===== config.mk =====
export PLATFORM = sky130hd
export DESIGN_NAME = alu_op_issue_flat
export DESIGN_NICKNAME = d
export VERILOG_FILES = /design/src/rtl/alu_op_issue_pkg.sv /design/src/rtl/alu_op_issue_if.sv /design/src/rtl/alu_op_decode.sv /design/src/rtl/alu_op_issue.sv /design/src/flat_wrapper.sv
export SDC_FILE = /design/constraint.sdc
export NUM_CORES = 1
export LEC_CHECK = 0
export CORE_MARGIN = 8
export CORE_UTILIZATION = 49
export DETAILED_ROUTE_END_ITERATION = 8
export PLACE_DENSITY = 0.81
export SLEW_MARGIN = 40
export SYNTH_ARGS = -nofsm -noshare
export SYNTH_HDL_FRONTEND = slang
export SYNTH_SLANG_ARGS = --single-unit
export TNS_END_PERCENT = 1

===== constraint.sdc =====
create_clock -name clk -period 2.5 [get_ports clk]
set_input_delay 0.625 -clock clk [delete_from_list [all_inputs] [get_ports clk]]
set_output_delay 0.625 -clock clk [all_outputs]
set_load 0.005 [all_outputs]

===== src/rtl/alu_op_issue_pkg.sv =====
// Shared constants and types for the ALU decode/issue stage: ALU opcodes,
// MIPS opcode/funct encodings and the stored issue-entry layout.
package alu_op_issue_pkg;

  localparam int unsigned XLEN  = 32;
  localparam logic [1:0]  DEPTH = 2'd2;

  typedef enum logic [5:0] {
    ALU_ADD  = 6'h00, ALU_ADDU = 6'h01, ALU_SUB  = 6'h02, ALU_SUBU = 6'h03,
    ALU_SLL  = 6'h04, ALU_SLLV = 6'h05, ALU_SRA  = 6'h06, ALU_SRAV = 6'h07,
    ALU_SRL  = 6'h08, ALU_SRLV = 6'h09, ALU_AND  = 6'h0A, ALU_OR   = 6'h0B,
    ALU_XOR  = 6'h0C, ALU_NOR  = 6'h0D, ALU_SLT  = 6'h0E, ALU_SLTU = 6'h0F,
    ALU_SGT  = 6'h10, ALU_SGTU = 6'h11, ALU_LUI  = 6'h12, ALU_JUMP = 6'h13,
    ALU_NOP  = 6'h3F
  } alu_op_e;

  localparam logic [5:0] OPC_RTYPE = 6'h00;
  localparam logic [5:0] OPC_J     = 6'h02;
  localparam logic [5:0] OPC_JAL   = 6'h03;
  localparam logic [5:0] OPC_ADDI  = 6'h08;
  localparam logic [5:0] OPC_ADDIU = 6'h09;
  localparam logic [5:0] OPC_SLTI  = 6'h0A;
  localparam logic [5:0] OPC_SLTIU = 6'h0B;
  localparam logic [5:0] OPC_ANDI  = 6'h0C;
  localparam logic [5:0] OPC_ORI   = 6'h0D;
  localparam logic [5:0] OPC_XORI  = 6'h0E;
  localparam logic [5:0] OPC_LUI   = 6'h0F;

  localparam logic [5:0] FN_SLL  = 6'h00;
  localparam logic [5:0] FN_SRL  = 6'h02;
  localparam logic [5:0] FN_SRA  = 6'h03;
  localparam logic [5:0] FN_SLLV = 6'h04;
  localparam logic [5:0] FN_SRLV = 6'h06;
  localparam logic [5:0] FN_SRAV = 6'h07;
  localparam logic [5:0] FN_ADD  = 6'h20;
  localparam logic [5:0] FN_ADDU = 6'h21;
  localparam logic [5:0] FN_SUB  = 6'h22;
  localparam logic [5:0] FN_SUBU = 6'h23;
  localparam logic [5:0] FN_AND  = 6'h24;
  localparam logic [5:0] FN_OR   = 6'h25;
  localparam logic [5:0] FN_XOR  = 6'h26;
  localparam logic [5:0] FN_NOR  = 6'h27;
  localparam logic [5:0] FN_SLT  = 6'h2A;
  localparam logic [5:0] FN_SLTU = 6'h2B;

  typedef struct packed {
    alu_op_e          alu_control;
    logic [XLEN-1:0]  src0;
    logic [XLEN-1:0]  src1;
    logic             ov_en;
    logic             illegal;
  } issue_entry_t;

  localparam issue_entry_t ENTRY_RESET =
    '{alu_control: ALU_NOP, src0: 32'h0, src1: 32'h0, ov_en: 1'b0, illegal: 1'b0};
  localparam issue_entry_t ENTRY_ILLEGAL =
    '{alu_control: ALU_NOP, src0: 32'h0, src1: 32'h0, ov_en: 1'b0, illegal: 1'b1};

  function automatic logic [31:0] sext16(input logic [15:0] v);
    return {{16{v[15]}}, v};
  endfunction

  function automatic logic [31:0] zext16(input logic [15:0] v);
    return {16'h0000, v};
  endfunction

endpackage


===== src/rtl/alu_op_issue_if.sv =====
// Upstream fetch/regfile side and downstream ALU side of the issue stage.
interface alu_op_issue_if;
  import alu_op_issue_pkg::*;

  logic            in_valid;
  logic            in_ready;
  logic [XLEN-1:0] instr;
  logic [XLEN-1:0] pc;
  logic [XLEN-1:0] rs_data;
  logic [XLEN-1:0] rt_data;
  logic            out_valid;
  logic            out_ready;
  logic [5:0]      ALU_control;
  logic [XLEN-1:0] src0;
  logic [XLEN-1:0] src1;
  logic            ov_en;
  logic            illegal;

  modport slave (
    input  in_valid, instr, pc, rs_data, rt_data, out_ready,
    output in_ready, out_valid, ALU_control, src0, src1, ov_en, illegal
  );

  modport master (
    output in_valid, instr, pc, rs_data, rt_data, out_ready,
    input  in_ready, out_valid, ALU_control, src0, src1, ov_en, illegal
  );
endinterface


===== src/rtl/alu_op_decode.sv =====
// Combinational MIPS-to-ALU decode: opcode selection plus operand select/extend.
module alu_op_decode
  import alu_op_issue_pkg::*;
(
  input  logic [31:0]  instr,
  input  logic [31:0]  pc,
  input  logic [31:0]  rs_data,
  input  logic [31:0]  rt_data,
  output issue_entry_t entry
);

  logic [5:0]  opcode_s;
  logic [5:0]  funct_s;
  logic [15:0] imm_s;
  logic [31:0] shamt_s;

  assign opcode_s = instr[31:26];
  assign funct_s  = instr[5:0];
  assign imm_s    = instr[15:0];
  assign shamt_s  = {27'h0, instr[10:6]};

  // Map the instruction to an ALU opcode and its two operands
  always_comb begin
    entry = ENTRY_ILLEGAL;
    case (opcode_s)
      OPC_RTYPE: begin
        entry.illegal = 1'b0;
        entry.src0    = rs_data;
        entry.src1    = rt_data;
        case (funct_s)
          FN_SLL:  begin entry.alu_control = ALU_SLL; entry.src0 = shamt_s; end
          FN_SRL:  begin entry.alu_control = ALU_SRL; entry.src0 = shamt_s; end
          FN_SRA:  begin entry.alu_control = ALU_SRA; entry.src0 = shamt_s; end
          FN_SLLV: entry.alu_control = ALU_SLLV;
          FN_SRLV: entry.alu_control = ALU_SRLV;
          FN_SRAV: entry.alu_control = ALU_SRAV;
          FN_ADD:  begin entry.alu_control = ALU_ADD; entry.ov_en = 1'b1; end
          FN_ADDU: entry.alu_control = ALU_ADDU;
          FN_SUB:  begin entry.alu_control = ALU_SUB; entry.ov_en = 1'b1; end
          FN_SUBU: entry.alu_control = ALU_SUBU;
          FN_AND:  entry.alu_control = ALU_AND;
          FN_OR:   entry.alu_control = ALU_OR;
          FN_XOR:  entry.alu_control = ALU_XOR;
          FN_NOR:  entry.alu_control = ALU_NOR;
          FN_SLT:  entry.alu_control = ALU_SLT;
          FN_SLTU: entry.alu_control = ALU_SLTU;
          default: entry = ENTRY_ILLEGAL;
        endcase
      end
      OPC_J, OPC_JAL: begin
        entry.illegal     = 1'b0;
        entry.alu_control = ALU_JUMP;
        entry.src0        = pc + 32'd4;
        entry.src1        = {4'h0, instr[25:0], 2'b00};
      end
      OPC_ADDI: begin
        entry.illegal     = 1'b0;
        entry.alu_control = ALU_ADD;
        entry.ov_en       = 1'b1;
        entry.src0        = rs_data;
        entry.src1        = sext16(imm_s);
      end
      OPC_ADDIU: begin
        entry.illegal     = 1'b0;
        entry.alu_control = ALU_ADDU;
        entry.src0        = rs_data;
        entry.src1        = sext16(imm_s);
      end
      OPC_SLTI: begin
        entry.illegal     = 1'b0;
        entry.alu_control = ALU_SLT;
        entry.src0        = rs_data;
        entry.src1        = sext16(imm_s);
      end
      OPC_SLTIU: begin
        entry.illegal     = 1'b0;
        entry.alu_control = ALU_SLTU;
        entry.src0        = rs_data;
        entry.src1        = sext16(imm_s);
      end
      OPC_ANDI: begin
        entry.illegal     = 1'b0;
        entry.alu_control = ALU_AND;
        entry.src0        = rs_data;
        entry.src1        = zext16(imm_s);
      end
      OPC_ORI: begin
        entry.illegal     = 1'b0;
        entry.alu_control = ALU_OR;
        entry.src0        = rs_data;
        entry.src1        = zext16(imm_s);
      end
      OPC_XORI: begin
        entry.illegal     = 1'b0;
        entry.alu_control = ALU_XOR;
        entry.src0        = rs_data;
        entry.src1        = zext16(imm_s);
      end
      OPC_LUI: begin
        entry.illegal     = 1'b0;
        entry.alu_control = ALU_LUI;
        entry.src0        = 32'h0;
        entry.src1        = zext16(imm_s);
      end
      default: entry = ENTRY_ILLEGAL;
    endcase
  end

endmodule


===== src/rtl/alu_op_issue.sv =====
// Decode/issue stage: decodes on entry, then buffers up to two decoded ops in a
// head/skid pair so in_ready never depends combinationally on out_ready.
module alu_op_issue
  import alu_op_issue_pkg::*;
(
  input  logic         clk,
  input  logic         reset,
  input  logic         flush,
  alu_op_issue_if.slave bus
);

  issue_entry_t dec_s;
  issue_entry_t head_r, head_nxt_s;
  issue_entry_t skid_r, skid_nxt_s;
  logic [1:0]   count_r, count_nxt_s;
  logic         in_ready_r;
  logic         out_valid_r;
  logic         push_s;
  logic         pop_s;

  alu_op_decode u_decode (
    .instr   (bus.instr),
    .pc      (bus.pc),
    .rs_data (bus.rs_data),
    .rt_data (bus.rt_data),
    .entry   (dec_s)
  );

  assign push_s = bus.in_valid && in_ready_r;
  assign pop_s  = out_valid_r && bus.out_ready;

  // Next-state of the head/skid buffer; head is always the oldest entry
  always_comb begin
    head_nxt_s  = head_r;
    skid_nxt_s  = skid_r;
    count_nxt_s = count_r;
    if (flush) begin
      count_nxt_s = 2'd0;
    end else begin
      case ({push_s, pop_s})
        2'b10: begin
          if (count_r == 2'd0) begin
            head_nxt_s = dec_s;
          end else begin
            skid_nxt_s = dec_s;
          end
          count_nxt_s = count_r + 2'd1;
        end
        2'b01: begin
          if (count_r == 2'd2) begin
            head_nxt_s = skid_r;
          end else begin
            head_nxt_s = head_r;
          end
          count_nxt_s = count_r - 2'd1;
        end
        // push with pop only happens at count 1, so the new op replaces head
        2'b11: begin
          head_nxt_s  = dec_s;
          count_nxt_s = count_r;
        end
        default: count_nxt_s = count_r;
      endcase
    end
  end

  // Buffer state and registered handshake flags
  always_ff @(posedge clk) begin
    if (reset) begin
      head_r      <= ENTRY_RESET;
      skid_r      <= ENTRY_RESET;
      count_r     <= 2'd0;
      in_ready_r  <= 1'b1;
      out_valid_r <= 1'b0;
    end else begin
      head_r      <= head_nxt_s;
      skid_r      <= skid_nxt_s;
      count_r     <= count_nxt_s;
      in_ready_r  <= (count_nxt_s < DEPTH);
      out_valid_r <= (count_nxt_s != 2'd0);
    end
  end

  assign bus.in_ready    = in_ready_r;
  assign bus.out_valid   = out_valid_r;
  assign bus.ALU_control = head_r.alu_control;
  assign bus.src0        = head_r.src0;
  assign bus.src1        = head_r.src1;
  assign bus.ov_en       = head_r.ov_en;
  assign bus.illegal     = head_r.illegal;

endmodule


===== src/flat_wrapper.sv =====
// flat-port wrapper written by rule: the top's interface ports become plain ports
module alu_op_issue_flat import alu_op_issue_pkg::*;
  (clk, reset, flush, bus_in_valid, bus_instr, bus_pc, bus_rs_data, bus_rt_data, bus_out_ready, bus_in_ready, bus_out_valid, bus_ALU_control, bus_src0, bus_src1, bus_ov_en, bus_illegal);
  alu_op_issue_if bus_i ();
  input  logic clk;
  input  logic reset;
  input  logic flush;
  input wire logic [$bits(bus_i.in_valid)-1:0] bus_in_valid;
  input wire logic [$bits(bus_i.instr)-1:0] bus_instr;
  input wire logic [$bits(bus_i.pc)-1:0] bus_pc;
  input wire logic [$bits(bus_i.rs_data)-1:0] bus_rs_data;
  input wire logic [$bits(bus_i.rt_data)-1:0] bus_rt_data;
  input wire logic [$bits(bus_i.out_ready)-1:0] bus_out_ready;
  output wire logic [$bits(bus_i.in_ready)-1:0] bus_in_ready;
  output wire logic [$bits(bus_i.out_valid)-1:0] bus_out_valid;
  output wire logic [$bits(bus_i.ALU_control)-1:0] bus_ALU_control;
  output wire logic [$bits(bus_i.src0)-1:0] bus_src0;
  output wire logic [$bits(bus_i.src1)-1:0] bus_src1;
  output wire logic [$bits(bus_i.ov_en)-1:0] bus_ov_en;
  output wire logic [$bits(bus_i.illegal)-1:0] bus_illegal;
  assign bus_i.in_valid = bus_in_valid;
  assign bus_i.instr = bus_instr;
  assign bus_i.pc = bus_pc;
  assign bus_i.rs_data = bus_rs_data;
  assign bus_i.rt_data = bus_rt_data;
  assign bus_i.out_ready = bus_out_ready;
  assign bus_in_ready = bus_i.in_ready;
  assign bus_out_valid = bus_i.out_valid;
  assign bus_ALU_control = bus_i.ALU_control;
  assign bus_src0 = bus_i.src0;
  assign bus_src1 = bus_i.src1;
  assign bus_ov_en = bus_i.ov_en;
  assign bus_illegal = bus_i.illegal;
  alu_op_issue u_core (.clk(clk), .reset(reset), .flush(flush), .bus(bus_i));
endmodule

; Word-level counts from Yosys, hierarchy flattened
; Index checks and enable logic that the tools add are counted.
[word_totals]
latch_bits = 0
n_memories = 0
ramBits = 0
in_bits = 133
elab_cells = 78
mem_bits_ro = 0
output_inout_bits = 74
reg_bits = 148
[op_classes]
n_mul = 0
bitwise = 2
n_reduce_logical = 15
n_lt_le_gt_ge = 1
div = 0
addsub = 3
n_eq_ne = 31
shifts = 0
n_mux = 13
[ops]
columns = operator, n
row1 = 70-bit one-hot mux with 10 select lines, 1
row2 = 72-bit one-hot mux with 3 select lines, 1
row3 = 72-bit 2-to-1 mux, 2
row4 = 6-bit one-hot mux with 16 select lines, 1
row5 = 32-bit one-hot mux with 2 select lines, 1
row6 = 6-bit == test (second input constant), 10
row7 = 6-bit by 4-bit == test with 1-bit output (second input constant), 8
row8 = 32-bit by 3-bit adder with 32-bit output (second input constant), 1
row9 = 32-bit 2-to-1 mux, 1
row10 = 6-bit by 2-bit == test with 1-bit output (second input constant), 4
row11 = 6-bit by 3-bit == test with 1-bit output (second input constant), 3
row12 = 16-bit OR reduction, 1
row13 = 13-bit OR reduction, 1
row14 = 6-bit logical NOT, 2
row15 = 10-bit OR reduction, 1
row16 = 2-bit == test (second input constant), 3
row17 = 2-bit by 1-bit != test with 1-bit output (second input constant), 2
row18 = 1-bit one-hot mux with 2 select lines, 2
row19 = 2-bit one-hot mux with 2 select lines, 1
row20 = 4-bit AND reduction, 1
row21 = 2-bit OR reduction, 2
row22 = 3-bit AND reduction, 1
row23 = 3-bit nonzero test, 1
row24 = 3-bit OR reduction, 1
row25 = 10 further kinds, 13

; Depth between registers and ports, before layout
[depth]
word_depth = 6
depth_mapped = 10
mapped_depth_nobuf = 8

; By module
; A second synthesis with hierarchy kept.
[hier_totals]
hier_cells = 1034
area_unflattened_um2 = 8697.1
[modules_own_cells]
columns = mod, n_inst, area_each_um2, cells_per_inst, seq_area_each_um2
row1 = alu_op_issue, 1, 6879.1, 742, 2962.8
row2 = alu_op_decode, 1, 1818.0, 292, 0.0

; Worst setup path after synthesis
; OpenSTA, ideal clock, no wires.
[synth_timing]
path_kind = input to register
from = input port bus_out_ready
to = register u_core.head_r (netlist bit u_core.bus.ALU_control[4])
path_stages = 9
required_time_ps = 2375
setup_time_ps = 125
arrival_time_ps = 2169
n_path_buf = 2
slack_ps = 206
cell_sequence = and2_1 > ha_1 > nor3_1 > o21a_1 > clkbuf_1 > clkbuf_1 > o311ai_0 > o21ai_0 > nand2_1
[synth_between]
elab_chain_cells = 4
elab_cells_between_ends = 9
cone_classes = eq/ne (5) / mux (1) / reduce/logical (3)
[synth_lines]
columns = item, line
row1 = start: declaration, flat_wrapper.sv:13  ; input wire logic [$bits(bus_i.out_ready)-1:0] bus_out_ready;
row2 = 1-bit logical AND *, alu_op_issue.sv:30  ; assign pop_s = out_valid_r && bus.out_ready;
row3 = 2-bit by 1-bit == test with 1-bit output or 2-bit == test (tied branches), alu_op_issue.sv:40  ; case ({push_s, pop_s})
row4 = 2-bit by 1-bit != test with 1-bit output (no source line) or 3-bit nonzero test (tied branches), -
row5 = 4-bit AND reduction (no source line), -
row6 = end signal: assignment, alu_op_issue.sv:76  ; head_r <= head_nxt_s;
row7 = end: declaration, alu_op_issue.sv:13  ; issue_entry_t head_r, head_nxt_s;
; Every way passes the cells marked *; elsewhere a longest branch is shown, timed or not.
; A chain may end at the register's enable or synchronous reset.

; Worst setup path after layout
[layout_timing]
from = input port bus_instr[31]
to = register u_core.head_r (netlist bit u_core.bus.src1[21])
[layout_between]
elab_chain_cells = 5
elab_cells_between_ends = 15
cone_classes = eq/ne (10) / mux (3) / reduce/logical (2)
[layout_lines]
columns = item, line
row1 = start: declaration, flat_wrapper.sv:9  ; input wire logic [$bits(bus_i.instr)-1:0] bus_instr;
row2 = 6-bit by 2-bit == test with 1-bit output, alu_op_decode.sv:25  ; case (opcode_s)
row3 = 2-bit OR reduction, -
row4 = 70-bit one-hot mux with 10 select lines *, alu_op_decode.sv:25
row5 = 72-bit 2-to-1 mux, alu_op_issue.sv:42  ; if (count_r == 2'd0) begin
row6 = 72-bit one-hot mux with 3 select lines *, alu_op_issue.sv:40
; Every way passes the cells marked *; elsewhere a longest branch is shown, timed or not. The select of a mux whose other input is x is not followed.

==> results.md <==
* First-pass GRT wire length at 43.82 mm
* Cell Area, Synth at approximately 7500 sq um
* Placed inst area at 10780 sq um
* RePlAce Congestion at 0.9723
* Via Count at 8535
* Later-pin clock latency in the skew report at 0.43 ns
* Reg area at 2963 sq um
* Synth top area cells: dfxtp_1 39%, nor2_1 5.7%, a21oi_1 5.3%
* Final Max Tran Viols at 0
* Synth unique cells at 60
* Synth area leader: dfxtp_1
* CTS buffer count at 17
* Dpl hpwl at 19.76 mm
* Layout net count at approximately 1300
* Post-DRT Antenna Nets at 0
* Arrival time worst endpoint at about 2.8 ns
* Cell Int Power at approximately 0.0049 W
* Drt via density at 6.045
* Fin crit share at 0.9762
* Slew Limit Headroom at 0.6536
* Layout cells sized above 1 at 0.1618
* Finished layout cell area at 11430 sq um
* Fill count at 1068
* PortBufs at a little over 200
* Fmax achieved at 409.8 MHz
* Multi-input logic area at 4135 sq um
* Residual DRC count at 0
* Peak supply drop at around 0.00049 V
* Fin crit period at 2.440 ns
* DR WL/cell at about 19 um
* Flop pwr share at 0.391
* DRT Pass-1 Iters at 7
* Top cell type's share of synthesized area at 0.3936
* Full die area at 19590 sq um
* TritonCTS clock tree: done
* Starting DRT DRC Count at 864
* RSZ-0062 raised after global routing: yes
* Crit Path Class: primary input to flop
* Die Y at 140.0 um
* Antenna cells at 0
* Max clock buf depth at 2
* Pwr Density at 565.2 nW/um^2
* Status: finished, final reports clean
* DIE WIDTH at 140.0 um
* H-tree levels at 4
* Core area at 15090 sq um
* Number of global-route vias before repair at 8410
* Combinational Power Share at 0.174
* Worst setup EP type: flop
* Mapped Cells at 930
* Syn_nets at 1067
* Switching share of power at 0.2465
* Clock sink count at 148
* Static leakage at around 4.3 nW
* Max_cap viols at 0
* Synth Register Bits at 148
* Worst endpoint required time at about 2.9 ns
* Skew final at 0.006302 ns
* Setup Viol. Count Final at 0
* Post-route setup TNS at 0 ns
* Clk root buf: clkbuf_16
* Yosys Warn Count at 0
* Post-synthesis sequential area ratio at 0.3936
* Largest net degree at the start of global routing at 39
* Final hold vios at 0
* Switching power at 0.001593 W
* Remaining global-route overflow at 0
* Async set-reset flop share out of synthesis at 0
* Area Overhead vs Synth at 51.89%
* Critical Path Source Type: primary input
* Most used DFF post-synth: dfxtp_1
* Number of flops mapped to enable cells by yosys at 0
* Total power at 0.006463 W
* Initial Utilization at 0.4989
* Placed Cells at 1380
* Hold WC Path Type: flop to flop
* I/O pin count at 207
* # rows at between 40 and 50
* Clock network power share at 0.436
* Total GRT Usage at 0.2738
* Post-Layout Cell Count at 1412
* Clock transition at path regs at 0.06 ns
* Mapped Avg Cell Area at 8.095 sq um
* Total Wirelength at 27.24 mm
* Worst Tran Pin Value at 0.5195 ns
* Initial antenna violation count at 0
* Worst-path fanout max at 21
kinds of logic after synthesis:
group | synth area share
AO/OA/AOI/OAI | 0.2983
AND/OR/NAND/NOR | 0.2041
flip-flops | 0.3936
buffers and inverters | 0.05983
XOR/XNOR | 0.03606
adder cells (fa/ha/maj) | 0.006648
multiplexers | 0.001496
layout by cell type, fill, tap and decap left out, types with 3 or more instances in the layout:
master / count
clkdlybuf4s50_1: 205
dfxtp_1: 148
buf_4: 128
nor2_1: 115
a21oi_1: 80
o21ai_0: 72
nand2_1: 56
nor3_1: 42
a211oi_1: 36
a221oi_1: 36
a211o_1: 26
or3_1: 22
xnor2_1: 20
buf_12: 19
nand3_1: 18
clkbuf_16: 17
nor4_1: 16
a222oi_1: 14
inv_1: 12
nand4_1: 12
xor2_1: 11
a31oi_1: 8
and3_1: 7
a2111oi_0: 7
nand2b_1: 6
o21bai_1: 6
a22o_1: 6
o211ai_1: 5
a221oi_2: 5
clkbuf_8: 5
and2_1: 4
ha_1: 4
bufinv_16: 4
nor2b_1: 3
a221o_1: 3
and4_1: 3
a22oi_1: 3
per-stage QoR:
| stage | worst slack, ns | util | hold WS (ns) |
|---|---|---|---|
| after detailed placement | -0.2901 | 0.7143 | 0.4448 |
| after floorplan | 0.2059 | - | 0.4340 |
| after global placement | -0.2476 | 0.7143 | 0.4386 |
| final | 0.05952 | 0.7578 | 0.4527 |
| after global routing | -0.008328 | 0.7578 | 0.4720 |
| after CTS | 0.04966 | 0.7570 | 0.4559 |
cells in the mapped netlist, types with 2 or more instances:
| cell | instances |
|---|---|
| dfxtp_1 | 148 |
| nor2_1 | 115 |
| a21oi_1 | 80 |
| o21ai_0 | 72 |
| clkbuf_1 | 65 |
| nand2_1 | 56 |
| nor3_1 | 42 |
| a211oi_1 | 36 |
| a221oi_1 | 36 |
| a211o_1 | 26 |
| or3_1 | 22 |
| xnor2_1 | 20 |
| nand3_1 | 18 |
| nor4_1 | 16 |
| a222oi_1 | 14 |
| buf_2 | 12 |
| inv_1 | 12 |
| nand4_1 | 12 |
| xor2_1 | 11 |
| a2111oi_0 | 8 |
| a31oi_1 | 8 |
| and3_1 | 7 |
| a22o_1 | 6 |
| buf_4 | 6 |
| nand2b_1 | 6 |
| o21bai_1 | 6 |
| a221oi_2 | 5 |
| and2_1 | 5 |
| o211ai_1 | 5 |
| buf_1 | 4 |
| ha_1 | 4 |
| a221o_1 | 3 |
| a22oi_1 | 3 |
| and4_1 | 3 |
| buf_6 | 3 |
| nor2b_1 | 3 |
| o21a_1 | 3 |
| a31o_2 | 2 |
| a41oi_1 | 2 |
| nor3_2 | 2 |
| nor4_4 | 2 |
| o21ai_1 | 2 |
| o311ai_0 | 2 |
area by class of cell:
| cell class | count | share of cell area |
|---|---|---|
| Clock buffer | 24 | 0.04388 |
| Clock inverter | 7 | 0.01247 |
| Inverter | 14 | 0.004596 |
| Multi-Input combinational cell | 678 | 0.3616 |
| Sequential cell | 148 | 0.2591 |
| Tap cell | 188 | 0.02057 |
| Timing Repair Buffer | 353 | 0.2977 |
final timing paths:
kind | start | end | slack (ns) | depth (start not counted)
worst min register to register | u_core.bus.src1[19] | u_core.bus.src1[19] | 0.45 | 2
worst min-delay path | u_core.bus.src1[19] | u_core.bus.src1[19] | 0.45 | 2
worst max register to register | u_core.bus.out_valid | u_core.bus.src0[6] | 0.42 | 9
worst max-delay path | bus_instr[31] | u_core.bus.src1[21] | 0.06 | 9
flip-flops by register name, indices dropped and copies added (netlist names):
signal and cells:
u_core.bus.ALU_control 6, u_core.bus.illegal 1, u_core.bus.in_ready 1, u_core.bus.out_valid 1, u_core.bus.ov_en 1, u_core.bus.src0 32
u_core.bus.src1 32, u_core.count_r 2, u_core.skid_r 72
layer usage:
layer | routed length (um) | vias to the layer above | track usage
li1 | - | 4045 | -
met1 | 11140 | 3997 | 0.3343
met2 | 13180 | 429 | 0.4586
met3 | 2129 | 64 | 0.06320
met4 | 789 | 0 | 0.1086
met5 | 0 | - | 0
critical path, stage by stage:
cell and delay (ns):
clkdlybuf4s50_1 0.49, nor4_4 0.32, and2_1 0.22, and3_1 0.21, buf_12 0.18, buf_4 0.14, a221oi_1 0.10, a211o_1 0.32
a21oi_1 0.18
repair_timing:
item / 4_1_cts / 5_1_grt
hold buffers: 0 / 0
gates resized for setup: 0 / 2
endpoints found under the setup margin: 0 / 4
hold endpoints to repair: 0 / 0
buffers inserted: 0 / 1
power groups by stage:
stage	combinational (W)	clock [W]	sequential [W]
after floorplan	0.000428	0	0.00256
after global placement	0.00108	0	0.00257
after detailed placement	0.00110	0	0.00257
after CTS	0.00111	0.00282	0.00252
after global routing	0.00121	0.00292	0.00253
final	0.00112	0.00282	0.00252
Power figures use the tool's default switching activity.
